**src/rtl/instr_sequencer.sv**
```systemverilog
// instr_sequencer
//   Owns a loadable instruction memory and hands one instruction at a time to
//   the processor core. The PC advances on each rising edge of proc_done; a run
//   ends on the last instruction, on a reported result, or when the watchdog
//   expires while waiting for the core.
//
// Ports
//   clk, rst_n            clock, asynchronous active-low reset
//   load_en/addr/data     memory write port (accepted in IDLE only)
//   prog_len              instructions to run, sampled on accepted start
//   start                 start request (accepted in IDLE only)
//   proc_done             core completion level (each rising edge = one done)
//   disp_avail/value      core result, sampled with the done edge
//   instr, instr_valid    instruction presented to the core
//   pc                    address of the current instruction
//   busy                  high outside IDLE
//   result, result_valid  captured result of the current/last run
//   finished              one-cycle pulse when a run ends
//   err_timeout           last run was aborted by the watchdog
module instr_sequencer #(
  parameter int unsigned IW      = 32,
  parameter int unsigned DEPTH   = 8,
  parameter int unsigned AW      = $clog2(DEPTH),
  parameter int unsigned DW      = 16,
  parameter int unsigned TIMEOUT = 255
) (
  input  logic          clk,
  input  logic          rst_n,
  input  logic          load_en,
  input  logic [AW-1:0] load_addr,
  input  logic [IW-1:0] load_data,
  input  logic [AW:0]   prog_len,
  input  logic          start,
  input  logic          proc_done,
  input  logic          disp_avail,
  input  logic [DW-1:0] disp_value,
  output logic [IW-1:0] instr,
  output logic          instr_valid,
  output logic [AW-1:0] pc,
  output logic          busy,
  output logic [DW-1:0] result,
  output logic          result_valid,
  output logic          finished,
  output logic          err_timeout
);

  typedef enum logic [1:0] {
    S_IDLE,
    S_FETCH,
    S_ISSUE,
    S_END
  } state_e;

  localparam int unsigned WW = $clog2(TIMEOUT + 1);

  logic [IW-1:0] mem_q [DEPTH];

  state_e        state_q, state_d;
  logic [AW-1:0] pc_q, pc_d;
  logic [IW-1:0] instr_q, instr_d;
  logic [DW-1:0] result_q, result_d;
  logic          result_valid_q, result_valid_d;
  logic          err_q, err_d;
  logic [AW:0]   len_q, len_d;
  logic [WW-1:0] wd_q, wd_d;
  logic          done_q;
  logic          done_edge;

  assign done_edge = proc_done & ~done_q;

  // Memory is deliberately not reset; contents survive a mid-run reset.
  always_ff @(posedge clk) begin
    if (state_q == S_IDLE && load_en) begin
      mem_q[load_addr] <= load_data;
    end
  end

  always_ff @(posedge clk or negedge rst_n) begin
    if (!rst_n) begin
      state_q        <= S_IDLE;
      pc_q           <= '0;
      instr_q        <= '0;
      result_q       <= '0;
      result_valid_q <= 1'b0;
      err_q          <= 1'b0;
      len_q          <= '0;
      wd_q           <= '0;
      done_q         <= 1'b0;
    end else begin
      state_q        <= state_d;
      pc_q           <= pc_d;
      instr_q        <= instr_d;
      result_q       <= result_d;
      result_valid_q <= result_valid_d;
      err_q          <= err_d;
      len_q          <= len_d;
      wd_q           <= wd_d;
      done_q         <= proc_done;
    end
  end

  always_comb begin
    state_d        = state_q;
    pc_d           = pc_q;
    instr_d        = instr_q;
    result_d       = result_q;
    result_valid_d = result_valid_q;
    err_d          = err_q;
    len_d          = len_q;
    wd_d           = wd_q;
    unique case (state_q)
      S_IDLE: begin
        if (start) begin
          pc_d           = '0;
          result_valid_d = 1'b0;
          err_d          = 1'b0;
          if (prog_len == '0) begin
            state_d = S_END;
          end else begin
            // Clamping to DEPTH guarantees the PC never wraps.
            len_d   = (prog_len > (AW+1)'(DEPTH)) ? (AW+1)'(DEPTH) : prog_len;
            state_d = S_FETCH;
          end
        end
      end
      S_FETCH: begin
        instr_d = mem_q[pc_q];
        wd_d    = '0;
        state_d = S_ISSUE;
      end
      S_ISSUE: begin
        wd_d = wd_q + 1'b1;
        // A done edge beats a watchdog expiry in the same cycle.
        if (done_edge) begin
          if (disp_avail) begin
            result_d       = disp_value;
            result_valid_d = 1'b1;
            state_d        = S_END;
          end else if ({1'b0, pc_q} == len_q - 1'b1) begin
            state_d = S_END;
          end else begin
            pc_d    = pc_q + 1'b1;
            state_d = S_FETCH;
          end
        end else if (wd_q == WW'(TIMEOUT - 1)) begin
          err_d   = 1'b1;
          state_d = S_END;
        end
      end
      S_END: begin
        state_d = S_IDLE;
      end
      default: begin
        state_d = S_IDLE;
      end
    endcase
  end

  assign instr        = instr_q;
  assign instr_valid  = (state_q == S_ISSUE);
  assign pc           = pc_q;
  assign busy         = (state_q != S_IDLE);
  assign result       = result_q;
  assign result_valid = result_valid_q;
  assign finished     = (state_q == S_END);
  assign err_timeout  = err_q;

endmodule

```
**config.mk**
```make
export PLATFORM = sky130hd
export DESIGN_NAME = instr_sequencer
export DESIGN_NICKNAME = d
export VERILOG_FILES = /design/src/rtl/instr_sequencer.sv
export SDC_FILE = /design/constraint.sdc
export NUM_CORES = 1
export LEC_CHECK = 0
export ABC_AREA = 0
export CAP_MARGIN = 20
export CELL_PAD_IN_SITES_DETAIL_PLACEMENT = 1
export CELL_PAD_IN_SITES_GLOBAL_PLACEMENT = 1
export CORE_ASPECT_RATIO = 1.75
export CORE_MARGIN = 1.5
export CORE_UTILIZATION = 40
export CTS_CLUSTER_SIZE = 28
export DETAILED_ROUTE_END_ITERATION = 6
export GPL_TIMING_DRIVEN = 0
export PLACE_DENSITY_LB_ADDON = 0.1
export SLEW_MARGIN = 20
export SYNTH_ARGS = -nofsm -noshare
export SYNTH_HDL_FRONTEND = slang
export SYNTH_SLANG_ARGS = --single-unit
```
**constraint.sdc**
```tcl
create_clock -name clk -period 10.4 [get_ports clk]
set_clock_uncertainty 0.05 [all_clocks]
set_input_delay 3.12 -clock clk [delete_from_list [all_inputs] [get_ports clk]]
set_output_delay 3.12 -clock clk [all_outputs]
set_load 0.01 [all_outputs]
```
== Word-level counts from Yosys, hierarchy flattened ==
Memories as Yosys holds them, arrays and structs flattened. A register that Yosys moved wholly into a read port is not among the register bits.
Index checks and enable logic that the tools add are counted.

* Register bits after elaboration: 36
* RAM bits: 256
* Input port bits: 61
* Output and inout port bits: 56
* Logic and storage cells: 65
* Memories: 1

* $add $sub $neg: 3
* $lt $le $gt $ge: 1
* Eq/ne operators: 13
* Mux-type cells: 23
* Bitwise operators: 3
* Reductions and logical operators: 13

{| class="wikitable"
|+ Memories
! memory !! words !! bits a word !! read ports !! clocked after Yosys merged registers in !! wr ports !! line !! text
|-
| mem_q || 8 || 32 || 1 || 1 || 1 || 56 || <nowiki>logic [IW-1:0] mem_q [DEPTH];</nowiki>
|}

{| class="wikitable"
|+ Operator list
! kind !! count
|-
| case mux 8 bit (2 select lines) || 1
|-
| 2-to-1 mux 2 bit || 6
|-
| 2-to-1 mux 3 bit || 4
|-
| != test 2 bit, second input constant || 5
|-
| adder 8 x 1 -> 8 bit, second input constant || 1
|-
| equality test 8 bit, second input constant || 1
|-
| case mux 2 bit (4 select lines) || 1
|-
| AND reduction 4 bit || 2
|-
| 2-to-1 mux 1 bit || 7
|-
| case mux 3 bit (2 select lines) || 1
|-
| AND reduction 3 bit || 2
|-
| nonzero test 2 bit || 3
|-
| AND reduction 5 bit || 1
|-
| equality test 2 bit, second input constant || 2
|-
| equality test 3 x 4 -> 1 bit || 1
|-
| greater-than comparator 4 bit, second input constant || 1
|-
| zero test 4 bit || 1
|-
| 2-to-1 mux 4 bit || 1
|-
| != test 2 x 1 -> 1 bit, second input constant || 2
|-
| case mux 1 bit (2 select lines) || 2
|-
| subtractor 4 x 1 -> 4 bit, second input constant || 1
|-
| adder 3 x 1 -> 3 bit, second input constant || 1
|-
| != test 3 x 1 -> 1 bit, second input constant || 1
|-
| equality test 2 x 1 -> 1 bit, second input constant || 1
|-
| 6 further kinds || 7
|}

== Logic depth before layout (Yosys ltp) ==
* Depth after elaboration: 6
* Gate-level depth with buffers: 6
* Mapped depth without buffers: 6

== Worst setup path after synthesis ==
Ideal clock, no wire load.

* Path kind: in2reg
* Start point: input load_addr[0]
* End point: memory mem_q[0][0], enable pin
* Library setup time: 0.461 ns
* Data arrival time: 5.539 ns
* Data required time: 9.889 ns
* Path slack: 4.350 ns
* Cell stages on the path: 2
* Path buffers: 0
* Cell sequence: nand3b_1 > nor3_1

{| class="wikitable"
|+ RTL lines
! item !! line !! text
|-
| start, declared || 30 || <nowiki>input logic [AW-1:0] load_addr,</nowiki>
|-
| end, declared || 56 ||
|}

No word-level cell before the write port.

== Final worst setup path ==
* Start point: register state_q[0]
* End point: output instr_valid

* Longest elaborated chain between the ends: 1

{| class="wikitable"
|+ RTL lines
! item !! line !! text
|-
| start, declared || 58 || <nowiki>state_e state_q, state_d;</nowiki>
|-
| start signal, assigned || 90 || <nowiki>state_q <= state_d;</nowiki>
|-
| equality test 2 bit || 160 || <nowiki>assign instr_valid = (state_q == S_ISSUE);</nowiki>
|-
| end, declared || 38 || <nowiki>output logic instr_valid,</nowiki>
|}

Every way passes these cells.

==> results.yml <==
status:
  status: "finished clean"
setup_path:
  path_buf_inv: 2
  worstPathRequired_ns: 7.23
  path_delay_family: "buffers and inverters"
  critPathKind: "flop to output pin"
  critPathArrivalTime_ns: 2.01
  start_kind: "flop"
  cpPeakStageDelay_ns: 0.58
  cp_max_fo: 6
  cpMaxStageDelayCell: "clkdlybuf4s50_1"
  cp-end-kind: "output pin"
  crit_chain: "inv_1 -> ha_1 -> clkdlybuf4s50_1"
floorplanning:
  chipWidth_um: 137
  coreArea_sq_um: 30800
  io-pin-count: 117
  fp-row-count: 85
  start_util_pct: 40.6
  chipHeight_um: 237
  dieArea_sq_um: 32400
logic_synthesis:
  avgSynthCellArea_sq_um: 19.5
  yosysWarnings: 0
  synth-compound-area-share_pct: 2.94
  ys_ff_latch: 324
  yosys.area.top_type_share_pct: 61.4
  yosysTopAreaCell: "edfxtp_1"
  ys_async_sr_fraction_pct: 21.0
  synthXorXnorAreaFrac_pct: 0.479
  syn_inst: 643
  synth-simple-area-share_pct: 3.21
  synthFlopType: "edfxtp_1"
  synth_fp_nets: 713
  synthDistinctLibCells: 43
  synth_edf_count: 256
  synth-adder-area-share_pct: 0.899
  syn-cell-area_sq_um: 12500
  synth_top_family_by_area: "multiplexers"
  seq_area_frac_synth_pct: 75.0
  synth.area.mux_share_pct: 15.8
  synthTopCellsByArea: "edfxtp_1, dfrtp_1, mux4_2, mux2i_1, a21oi_1"
detailed_routing:
  wl_per_cell_um: 24.3
  drc: 0
  vias: 6604
  drt_wl_total_mm: 29.9
  viasPerCell: 5.37
  first_pass_iters: 4
  detail-route-antenna-nets: 0
  drtIter0Drc: 321
sta:
  fin_tns_setup_ns: 0
  fin_crit_sh_pct: 49.8
  fin_crit_ns: 5.18
  rsz0062_at_grt: "no"
  final-setup-viol-count: 0
  fmax_ghz: 0.193
  hold_viol: 0
  relSlewSlack_pct: 28.5
  drv_slew: 0
  worst_slew_pin_slew_ns: 1.07
clock_network:
  cts_made_buffers: 30
  cts_root_buf: "clkbuf_16"
  cts_setup_buffers: 0
  cts_sinks: 324
  cts.repair.resized: 0
  clockBufferDepth: 3
  cts_tree: "built"
  clk_pin_slew_ns: 0.06
  insertion_delay_ns: 0.57
  cts_hold_buf: 0
  ctsHtreeMaxLevel: 1
cells_and_area:
  fin_area_sq_um: 15700
  drive_above_1_share_pct: 20.4
  syn2layout_area_growth_pct: 25.3
  final_common_cell: "edfxtp_1"
  instances_no_fill: 1230
  layout_common_cells: "edfxtp_1, clkdlybuf4s50_1, dfrtp_1"
  fin_nets: 884
placed_design:
  dp_hpwl_mm: 20.2
  dpl_cell_area_sq_um: 14700
  globalplace.congestion: 0.720
  placed_cells: 1173
  port_buffers: 116
global_route:
  grtUsageTotal_pct: 19.4
  antenna_found_initial: 1
  grt_max_degree: 50
  grt_pass1_wl_mm: 45.9
  grt_pass1_vias: 7464
  overflow: 0
power:
  ir_drop_v: 0.000141
  powerDensity_nw_per_um2: 250
  power.leakage_nw: 5.29
  power_mw: 3.93
hold_path:
  hold_class: "flop to flop"
flow_run:
  cap_violations: 0
[routing by layer]
metal	part of all wire [%]	track usage (%)	up-vias
li1	-	-	2907
met2	55	36.1	170
met4	2.1	5.10	0
met3	4.3	2.68	35
met1	39	23.2	3492
met5	0	0	-
[state kept, by name, indices dropped and copies added (netlist names)]
name and cells:
wd_q 8, len_q 4, instr 32, err_timeout 1, done_q 1, state_q 2, result_valid 1, mem_q 256
pc 3, result 16
[synthesized netlist by cell type, types with 4 or more instances]
master    count
o21ai_1       5
mux4_2       64
nor3_1        4
edfxtp_1    256
clkbuf_1     10
o21ai_0       4
nand3_1       5
nand2_1      11
mux2_1       15
mux2i_1      34
a21oi_1      37
dfrtp_1      68
nor2_1       45
nand2b_1      4
inv_1        12
ha_1          9
buf_6         6
nor2b_1       4
buf_2         9
nand3b_1      4
[report_power, final]
| group | switching, mW | internal, mW |
|---|---|---|
| sequential | 0.0841 | 1.55 |
| combinational | 0.599 | 0.579 |
| clock | 0.483 | 0.636 |
| total | 1.17 | 2.76 |
[metrics by stage]
stage	worst slack [ns]	hold slack (ns)	util (%)
global placement	0.894	0.425	46.0
finish	5.22	0.445	50.9
CTS	5.18	0.451	50.9
floorplan	4.35	0.430	-
global route	5.12	0.456	50.9
detailed placement	4.95	0.437	47.6
[cell families (layout without fill, tap and decap cells)]
kind of cell    after synthesis  after routing
flops                       324            324
fa+ha+maj                     9              9
buf+inv                      41            236
compound gates               63             63
xor+xnor                      5              5
simple gates                 85             85
other cells                   0              1
mux                         116            116
[layout make-up]
cell class / count / area (sq um)
clock inverters: 18 / 153
multi-input cells: 278 / 2980
clock buffers: 38 / 862
repair buffers: 139 / 1600
diodes: 1 / 2.50
fillers: 2841 / 15200
flip-flops and latches: 324 / 9390
plain buffers: 28 / 161
well taps: 391 / 489
inverters: 13 / 48.8
[final timing paths]
| check | start | cells after the start | slack [ns] | to |
|---|---|---|---|---|
| max in group asynchronous | rst_n | 2 | 7.29 | instr[8] |
| hold / removal | result[14] | 1 | 0.44 | result[14] |
| hold reg to reg | result[14] | 1 | 0.44 | result[14] |
| min in group asynchronous | rst_n | 1 | 2.40 | wd_q[5] |
| setup / recovery | state_q[0] | 3 | 5.22 | instr_valid |
| setup reg to reg | state_q[0] | 6 | 7.69 | mem_q[1][10] |
No activity file was read; power rests on OpenSTA's default activity.
